$ cat config.mk
export PLATFORM = sky130hd
export DESIGN_NAME = usart_tx_arbiter
export DESIGN_NICKNAME = d
export VERILOG_FILES = /design/src/rtl/usart_tx_arbiter.sv
export SDC_FILE = /design/constraint.sdc
export NUM_CORES = 1
export LEC_CHECK = 0
export BUFFER_PORTS_ARGS = -buffer_cell sky130_fd_sc_hd__buf_2
export CAP_MARGIN = 40
export CORE_MARGIN = 2
export CORE_UTILIZATION = 47
export CTS_BUF_LIST = sky130_fd_sc_hd__clkbuf_8
export DETAILED_ROUTE_END_ITERATION = 7
export PLACE_DENSITY = 0.82
export SLEW_MARGIN = 10
export SYNTH_ARGS = -nofsm -noshare
export SYNTH_HDL_FRONTEND = slang
export SYNTH_SLANG_ARGS = --single-unit
$ cat constraint.sdc
create_clock -name comm_clock -period 2.1 [get_ports comm_clock]
set_clock_uncertainty 0.1 [all_clocks]
set_input_delay 0.42 -clock comm_clock [delete_from_list [all_inputs] [get_ports comm_clock]]
set_output_delay 0.42 -clock comm_clock [all_outputs]
set_load 0.005 [all_outputs]
$ cat src/rtl/usart_tx_arbiter.sv
// usart_tx_arbiter: message-granular round-robin sharing of one USART
// transmitter among NUM_REQ byte-stream requesters.
// Optional build macro USART_ARB_TIMEOUT_EN: releases a granted requester
// that leaves GRANT idle for TIMEOUT_CYCLES cycles.
module usart_tx_arbiter #(
    parameter int NUM_REQ        = 4,
    parameter int TIMEOUT_CYCLES = 1024
) (
    input  logic                 comm_clock,
    input  logic                 reset,
    input  logic [NUM_REQ-1:0]   req_valid,
    input  logic [8*NUM_REQ-1:0] req_data,
    input  logic [NUM_REQ-1:0]   req_last,
    output logic [NUM_REQ-1:0]   req_ready,
    output logic [NUM_REQ-1:0]   grant,
    output logic [7:0]           tx_data,
    output logic                 tx_start,
    input  logic                 tx_busy,
    output logic                 arb_busy
);

    localparam int IW = (NUM_REQ > 1) ? $clog2(NUM_REQ) : 1;

    if (NUM_REQ < 2 || NUM_REQ > 8 || TIMEOUT_CYCLES < 2) begin : g_param_err
        $error("usart_tx_arbiter: NUM_REQ must be 2..8 and TIMEOUT_CYCLES >= 2");
    end

    typedef enum logic [2:0] {
        S_IDLE,
        S_GRANT,
        S_LAUNCH,
        S_HOLD,
        S_DRAIN
    } state_t;

    state_t             state_q, state_d;
    logic [NUM_REQ-1:0] grant_q, grant_d;
    logic [IW-1:0]      gidx_q, gidx_d;
    logic [IW-1:0]      last_q, last_d;
    logic [7:0]         txd_q, txd_d;
    logic               lflag_q, lflag_d;

    logic [7:0]         data_arr [NUM_REQ];
    logic               g_valid;
    logic [7:0]         g_data;
    logic               g_last;
    logic               pick_found;
    logic [IW-1:0]      pick_idx;
    logic [IW-1:0]      cand;
    logic               tmo;

    for (genvar i = 0; i < NUM_REQ; i++) begin : g_slice
        assign data_arr[i] = req_data[8*i +: 8];
    end

    // Only the current owner's lane is ever looked at.
    assign g_valid = req_valid[gidx_q];
    assign g_data  = data_arr[gidx_q];
    assign g_last  = req_last[gidx_q];

    // Round-robin pick: first valid requester after the last served one.
    always_comb begin
        pick_found = 1'b0;
        pick_idx   = '0;
        cand       = '0;
        for (int k = 1; k <= NUM_REQ; k++) begin
            cand = IW'((int'(last_q) + k) % NUM_REQ);
            if (!pick_found && req_valid[cand]) begin
                pick_found = 1'b1;
                pick_idx   = cand;
            end
        end
    end

`ifdef USART_ARB_TIMEOUT_EN
    localparam int TW = $clog2(TIMEOUT_CYCLES + 1);

    logic [TW-1:0] tcnt_q, tcnt_d;

    // Idle-in-GRANT counter; any transfer or leaving GRANT clears it.
    always_comb begin
        tcnt_d = '0;
        if (state_q == S_GRANT && !g_valid) begin
            tcnt_d = tcnt_q + TW'(1);
        end
    end

    // Timeout counter register.
    always_ff @(posedge comm_clock) begin
        if (reset) begin
            tcnt_q <= '0;
        end else begin
            tcnt_q <= tcnt_d;
        end
    end

    // This cycle is the TIMEOUT_CYCLES-th idle one; a transfer overrides it.
    assign tmo = (state_q == S_GRANT) && !g_valid &&
                 (tcnt_q == TW'(TIMEOUT_CYCLES - 1));
`else
    assign tmo = 1'b0;
`endif

    // Next-state logic: arbitration, byte capture, launch and drain.
    always_comb begin
        state_d = state_q;
        grant_d = grant_q;
        gidx_d  = gidx_q;
        last_d  = last_q;
        txd_d   = txd_q;
        lflag_d = lflag_q;
        case (state_q)
            S_IDLE: begin
                if (pick_found) begin
                    grant_d = {{(NUM_REQ-1){1'b0}}, 1'b1} << pick_idx;
                    gidx_d  = pick_idx;
                    state_d = S_GRANT;
                end
            end
            S_GRANT: begin
                if (g_valid) begin
                    txd_d   = g_data;
                    lflag_d = g_last;
                    state_d = S_LAUNCH;
                end else if (tmo) begin
                    last_d  = gidx_q;
                    grant_d = '0;
                    state_d = S_IDLE;
                end
            end
            S_LAUNCH: state_d = S_HOLD;
            // tx_busy may not be visible yet; skip one cycle before watching it.
            S_HOLD:   state_d = S_DRAIN;
            S_DRAIN: begin
                if (!tx_busy) begin
                    if (lflag_q) begin
                        last_d  = gidx_q;
                        grant_d = '0;
                        state_d = S_IDLE;
                    end else begin
                        state_d = S_GRANT;
                    end
                end
            end
            default: state_d = S_IDLE;
        endcase
    end

    // State registers; reset drops any latched byte, leaves the wire alone.
    always_ff @(posedge comm_clock) begin
        if (reset) begin
            state_q <= S_IDLE;
            grant_q <= '0;
            gidx_q  <= '0;
            last_q  <= IW'(NUM_REQ - 1);
            txd_q   <= 8'h00;
            lflag_q <= 1'b0;
        end else begin
            state_q <= state_d;
            grant_q <= grant_d;
            gidx_q  <= gidx_d;
            last_q  <= last_d;
            txd_q   <= txd_d;
            lflag_q <= lflag_d;
        end
    end

    assign req_ready = (state_q == S_GRANT) ? grant_q : '0;
    assign grant     = grant_q;
    assign tx_data   = txd_q;
    assign tx_start  = (state_q == S_LAUNCH);
    assign arb_busy  = (state_q != S_IDLE);

endmodule

==> impl_metrics.prom <==
# TYPE chip_impl_metric gauge
chip_impl_metric{name="grt_util_met1",unit=""} 0.2427
chip_impl_metric{name="postSynthNetCount",unit=""} 164
chip_impl_metric{name="detail_route.vias_per_cell",unit=""} 5.600
chip_impl_metric{name="finalPower",unit="mW"} 1.009
chip_impl_metric{name="power_frac_clock",unit=""} 0.243
chip_impl_info{name="cts_root_buf",value="sky130_fd_sc_hd__clkbuf_8"} 1
chip_impl_metric{name="critical_path.max_fanout",unit=""} 10
chip_impl_info{name="tritoncts_clock_tree",value="yes"} 1
chip_impl_info{name="holdCritPathClass",value="in -> reg"} 1
chip_impl_metric{name="dp.cells",unit=""} 207
chip_impl_info{name="worst_r2r_startpoint",value="state_q[1]$_SDFFE_PP0P_"} 1
chip_impl_metric{name="synth_seq_area_share",unit=""} 0.3351
chip_impl_metric{name="reg2regPathDepth",unit=""} 4
chip_impl_info{name="synth.largest_area_cell",value="sky130_fd_sc_hd__dfxtp_1"} 1
chip_impl_metric{name="yosysWarningCount",unit=""} 0
chip_impl_metric{name="vias_in_the_first_global_route",unit=""} 975
chip_impl_info{name="yosys-top-cells-area",value="sky130_fd_sc_hd__dfxtp_1 34%, sky130_fd_sc_hd__mux4_2 19%, sky130_fd_sc_hd__mux2i_1 8.4%"} 1
chip_impl_metric{name="route.detailed.drc",unit=""} 0
chip_impl_metric{name="htree_levels",unit=""} 1
chip_impl_metric{name="global_route_overflow",unit=""} 0
chip_impl_metric{name="boundaryPins",unit=""} 61
chip_impl_metric{name="fin_worst_hold_slack",unit="ns"} 0.3497
chip_impl_metric{name="post_layout_nonfiller_instances",unit=""} 210
chip_impl_metric{name="register_bit_total_from_synthesis",unit=""} 20
chip_impl_metric{name="worstSkewPairLatency",unit="ns"} 0.25
chip_impl_metric{name="die_y_extent",unit="µm"} 54.42
chip_impl_metric{name="initial_utilization",unit=""} 0.4913
chip_impl_info{name="crit_start_category",value="flip-flop"} 1
chip_impl_metric{name="cts.sinks",unit=""} 20
chip_impl_metric{name="finalCritPeriodShare",unit=""} 0.9295
chip_impl_metric{name="placed_cell_area",unit="µm²"} 1520
chip_impl_metric{name="grt_first_pass_wirelength",unit="mm"} 4.160
chip_impl_metric{name="synthToLayoutAreaGrowth",unit="%"} 31.10
chip_impl_metric{name="cts_hold_repair.buffers",unit=""} 0
chip_impl_metric{name="fin_area",unit="µm²"} 1567
chip_impl_metric{name="route.antenna.remaining_nets",unit=""} 0
chip_impl_metric{name="arrival",unit="ns"} 1.43
chip_impl_metric{name="grt.total_usage",unit=""} 0.1934
chip_impl_metric{name="antenna_found_initial",unit=""} 0
chip_impl_metric{name="final.setup.tns",unit="ns"} 0
chip_impl_info{name="slowest_stage",value="sky130_fd_sc_hd__dfxtp_1"} 1
chip_impl_metric{name="final-setup-viol-count",unit=""} 0
chip_impl_metric{name="met3_usage",unit=""} 0.02732
chip_impl_metric{name="drv_slew",unit=""} 0
chip_impl_metric{name="drt-wirelength-per-cell",unit="µm"} 13.89
chip_impl_metric{name="maxCapViolCount",unit=""} 0
chip_impl_info{name="critPathCaptureType",value="output port"} 1
chip_impl_metric{name="p_int",unit="mW"} 0.7201
chip_impl_metric{name="hpwlAfterDp",unit="mm"} 2.269
chip_impl_metric{name="r2r_setup_slack",unit="ns"} 0.29
chip_impl_metric{name="final.min_clock_period",unit="ns"} 1.952
chip_impl_metric{name="final_layout_size_suffix_gt1_frac",unit=""} 0.4611
chip_impl_info{name="crit-reg2reg-capture",value="grant[1]$_SDFFE_PP0P_"} 1
chip_impl_metric{name="synthesis.instances",unit=""} 121
chip_impl_metric{name="total_leakage_power",unit="nW"} 0.7571
chip_impl_metric{name="cts.path.max_buffers",unit=""} 2
chip_impl_metric{name="slew_headroom",unit=""} 0.7186
chip_impl_metric{name="synth.distinct_cells",unit=""} 33
chip_impl_metric{name="hold_viol",unit=""} 0
chip_impl_metric{name="cts_inserted_buffers",unit=""} 3
chip_impl_metric{name="path_depth",unit=""} 3
chip_impl_metric{name="fmax",unit="MHz"} 512.3
chip_impl_info{name="grt_setup_unrepaired",value="false"} 1
chip_impl_metric{name="insertedDiodeCount",unit=""} 0
chip_impl_metric{name="share_of_total_power_in_sequential_cells",unit=""} 0.442
chip_impl_info{name="worstSetupEndpoint",value="req_ready[2]"} 1
chip_impl_metric{name="synthesis.area",unit="µm²"} 1195
chip_impl_metric{name="detail_route.iter0.violations",unit=""} 25
chip_impl_info{name="critical_path.startpoint",value="state_q[0]$_SDFFE_PP0P_"} 1
chip_impl_metric{name="power_density",unit="nW/µm²"} 644.3
chip_impl_info{name="global_route.peak_usage_layer",value="met2"} 1
chip_impl_metric{name="clk_pin_slew_worst_paths",unit="ns"} 0.07
chip_impl_metric{name="slowest_delay",unit="ns"} 0.51
chip_impl_info{name="crit_path_cell_trace",value="nor3b_2 > and2_1 > buf_2"} 1
chip_impl_metric{name="grtUsageMet2",unit=""} 0.3253
chip_impl_metric{name="timing.critical_path.required",unit="ns"} 1.58
chip_impl_metric{name="worst_slew_pin_slew",unit="ns"} 0.4188
chip_impl_metric{name="dr.pass1.iters",unit=""} 4
chip_impl_metric{name="synth_top_area_share",unit=""} 0.3351
chip_impl_metric{name="timing.critical_path.buf_inv",unit=""} 1
chip_impl_metric{name="pwr-share-comb",unit=""} 0.315
chip_impl_metric{name="chipWidth",unit="µm"} 54.42
chip_impl_metric{name="vdd_ir_drop_max",unit="mV"} 0.3904
chip_impl_metric{name="fp-row-count",unit=""} 18
chip_impl_metric{name="floorplan_die_area",unit="µm²"} 2962
chip_impl_info{name="worst-setup-path-type",value="reg -> out"} 1
chip_impl_info{name="critPathTopFamily",value="simple AND/OR/NAND/NOR gates"} 1
chip_impl_metric{name="total_number_of_nets_in_the_final_design",unit=""} 225
chip_impl_metric{name="syn_area_per_cell",unit="µm²"} 9.875
chip_impl_metric{name="maximum_number_of_pins_on_one_net_before_global_route_repair",unit=""} 23
chip_impl_metric{name="finalWeightedCongestion",unit=""} 0.7781
chip_impl_metric{name="p_switching",unit="mW"} 0.2891
chip_impl_info{name="result_of_the_run",value="complete, no violations"} 1
chip_impl_metric{name="io_buffer_count",unit=""} 60
chip_impl_metric{name="filler_cell_count",unit=""} 208
chip_impl_metric{name="coreArea",unit="µm²"} 2432
chip_impl_metric{name="wl",unit="mm"} 2.916
chip_impl_metric{name="dr_total_vias",unit=""} 1176
chip_impl_metric{name="sw_frac_of_total",unit=""} 0.2865
-- how the worst min path moves through the flow --
stage	from	end	slack [ns]	depth (start not counted)
3_5_place_dp	grant[3]$_SDFFE_PP0P_	grant[3]$_SDFFE_PP0P_	0.38	2
5_1_grt	tx_busy	state_q[2]$_SDFFE_PP0P_	0.37	3
2_1_floorplan	grant[0]$_SDFFE_PP0P_	grant[0]$_SDFFE_PP0P_	0.38	2
3_3_place_gp	grant[2]$_SDFFE_PP0P_	grant[2]$_SDFFE_PP0P_	0.37	2
6_report	tx_busy	state_q[2]$_SDFFE_PP0P_	0.35	3
4_1_cts	tx_busy	state_q[2]$_SDFFE_PP0P_	0.35	3
-- Yosys cell counts --
master / n
sky130_fd_sc_hd__nand2_2: 1
sky130_fd_sc_hd__nor2_1: 20
sky130_fd_sc_hd__or3b_1: 1
sky130_fd_sc_hd__nor3_1: 2
sky130_fd_sc_hd__nand4b_1: 1
sky130_fd_sc_hd__nand3b_1: 2
sky130_fd_sc_hd__nor4_1: 1
sky130_fd_sc_hd__o21a_1: 2
sky130_fd_sc_hd__nand2b_1: 2
sky130_fd_sc_hd__mux2i_1: 10
sky130_fd_sc_hd__a31oi_1: 2
sky130_fd_sc_hd__a21o_1: 1
sky130_fd_sc_hd__mux4_2: 10
sky130_fd_sc_hd__clkbuf_1: 5
sky130_fd_sc_hd__nand2_1: 5
sky130_fd_sc_hd__dfxtp_1: 20
sky130_fd_sc_hd__inv_1: 6
sky130_fd_sc_hd__o32ai_1: 4
sky130_fd_sc_hd__or3_1: 2
sky130_fd_sc_hd__a211oi_1: 1
sky130_fd_sc_hd__buf_4: 1
sky130_fd_sc_hd__a211o_1: 2
sky130_fd_sc_hd__and2_1: 5
sky130_fd_sc_hd__and3b_2: 1
sky130_fd_sc_hd__o32a_1: 1
sky130_fd_sc_hd__buf_2: 1
sky130_fd_sc_hd__a21oi_1: 4
sky130_fd_sc_hd__nor3b_1: 2
sky130_fd_sc_hd__or2_1: 1
sky130_fd_sc_hd__buf_6: 1
sky130_fd_sc_hd__or3_4: 1
sky130_fd_sc_hd__mux2_2: 2
sky130_fd_sc_hd__a2bb2oi_1: 1
-- layout by cell type, fill, tap and decap left out, drive strengths merged --
master   count
a211o        2
a211oi       1
a21o         1
a21oi        4
a2bb2oi      1
a31oi        2
and2         5
and3b        1
buf         64
clkbuf       3
dfxtp       20
inv          6
mux2         2
mux2i       10
mux4        10
nand2        6
nand2b       2
nand3b       2
nand4b       1
nor2        20
nor3         2
nor3b        2
nor4         1
o21a         2
o32a         1
o32ai        4
or2          1
or3          3
or3b         1
-- layout make-up --
| cell class | instances | area (µm²) | area share |
|---|---|---|---|
| clock buffers | 3 | 41.29 | 0.02636 |
| inverters | 6 | 22.52 | 0.01438 |
| multi-input cells | 87 | 734.5 | 0.4689 |
| flip-flops and latches | 20 | 400.4 | 0.2556 |
| well taps | 30 | 37.54 | 0.02396 |
| repair buffers | 64 | 330.3 | 0.2109 |
-- cells by family (layout without fill, tap and decap cells) --
| group | Yosys count | after routing | share of synthesized area |
|---|---|---|---|
| buf+inv | 14 | 73 | 0.05445 |
| simple gates | 47 | 47 | 0.2073 |
| mux | 22 | 22 | 0.2911 |
| compound gates | 18 | 18 | 0.1120 |
| flops | 20 | 20 | 0.3351 |
-- what timing repair did --
item | CTS | global route
endpoints found under the hold margin | 0 | 0
resized for setup | 0 | 1
buffers inserted | 0 | 0
setup endpoints to repair | 0 | 4
-- power by group through the flow --
stage                     Combinational (mW)  Sequential [mW]  Clock [mW]
final                                  0.318            0.446       0.246
after global routing                   0.350            0.451       0.264
after CTS                              0.318            0.444       0.249
after detailed placement               0.316            0.453           0
after global placement                 0.307            0.450           0
after floorplan                        0.225            0.440           0
-- worst register-to-register path, cell delays in order (launching register included) --
cell and delay [ns]:
sky130_fd_sc_hd__dfxtp_1 0.40, sky130_fd_sc_hd__or3_4 0.44, sky130_fd_sc_hd__or2_1 0.26, sky130_fd_sc_hd__or3_1 0.39, sky130_fd_sc_hd__o32ai_1 0.13
-- flip-flops by register name, indices dropped and copies added, names as in the netlist --
register	flops
state_q	3
last_q	2
tx_data	8
gidx_q	2
grant	4
lflag_q	1
-- routing by layer --
metal / part of all wire / vias up
li1: - / 568
met1: 0.41 / 577
met2: 0.54 / 25
met3: 0.026 / 6
met4: 0.019 / 0
met5: 0 / -
-- through the flow --
step | utilization | setup slack, ns
after floorplan | - | 0.3970
after global placement | 0.6250 | 0.2382
after detailed placement | 0.6250 | 0.2094
after CTS | 0.6420 | 0.006086
after global routing | 0.6440 | 0.05744
final | 0.6440 | 0.1481
No activity file was read; power rests on OpenSTA's default activity.
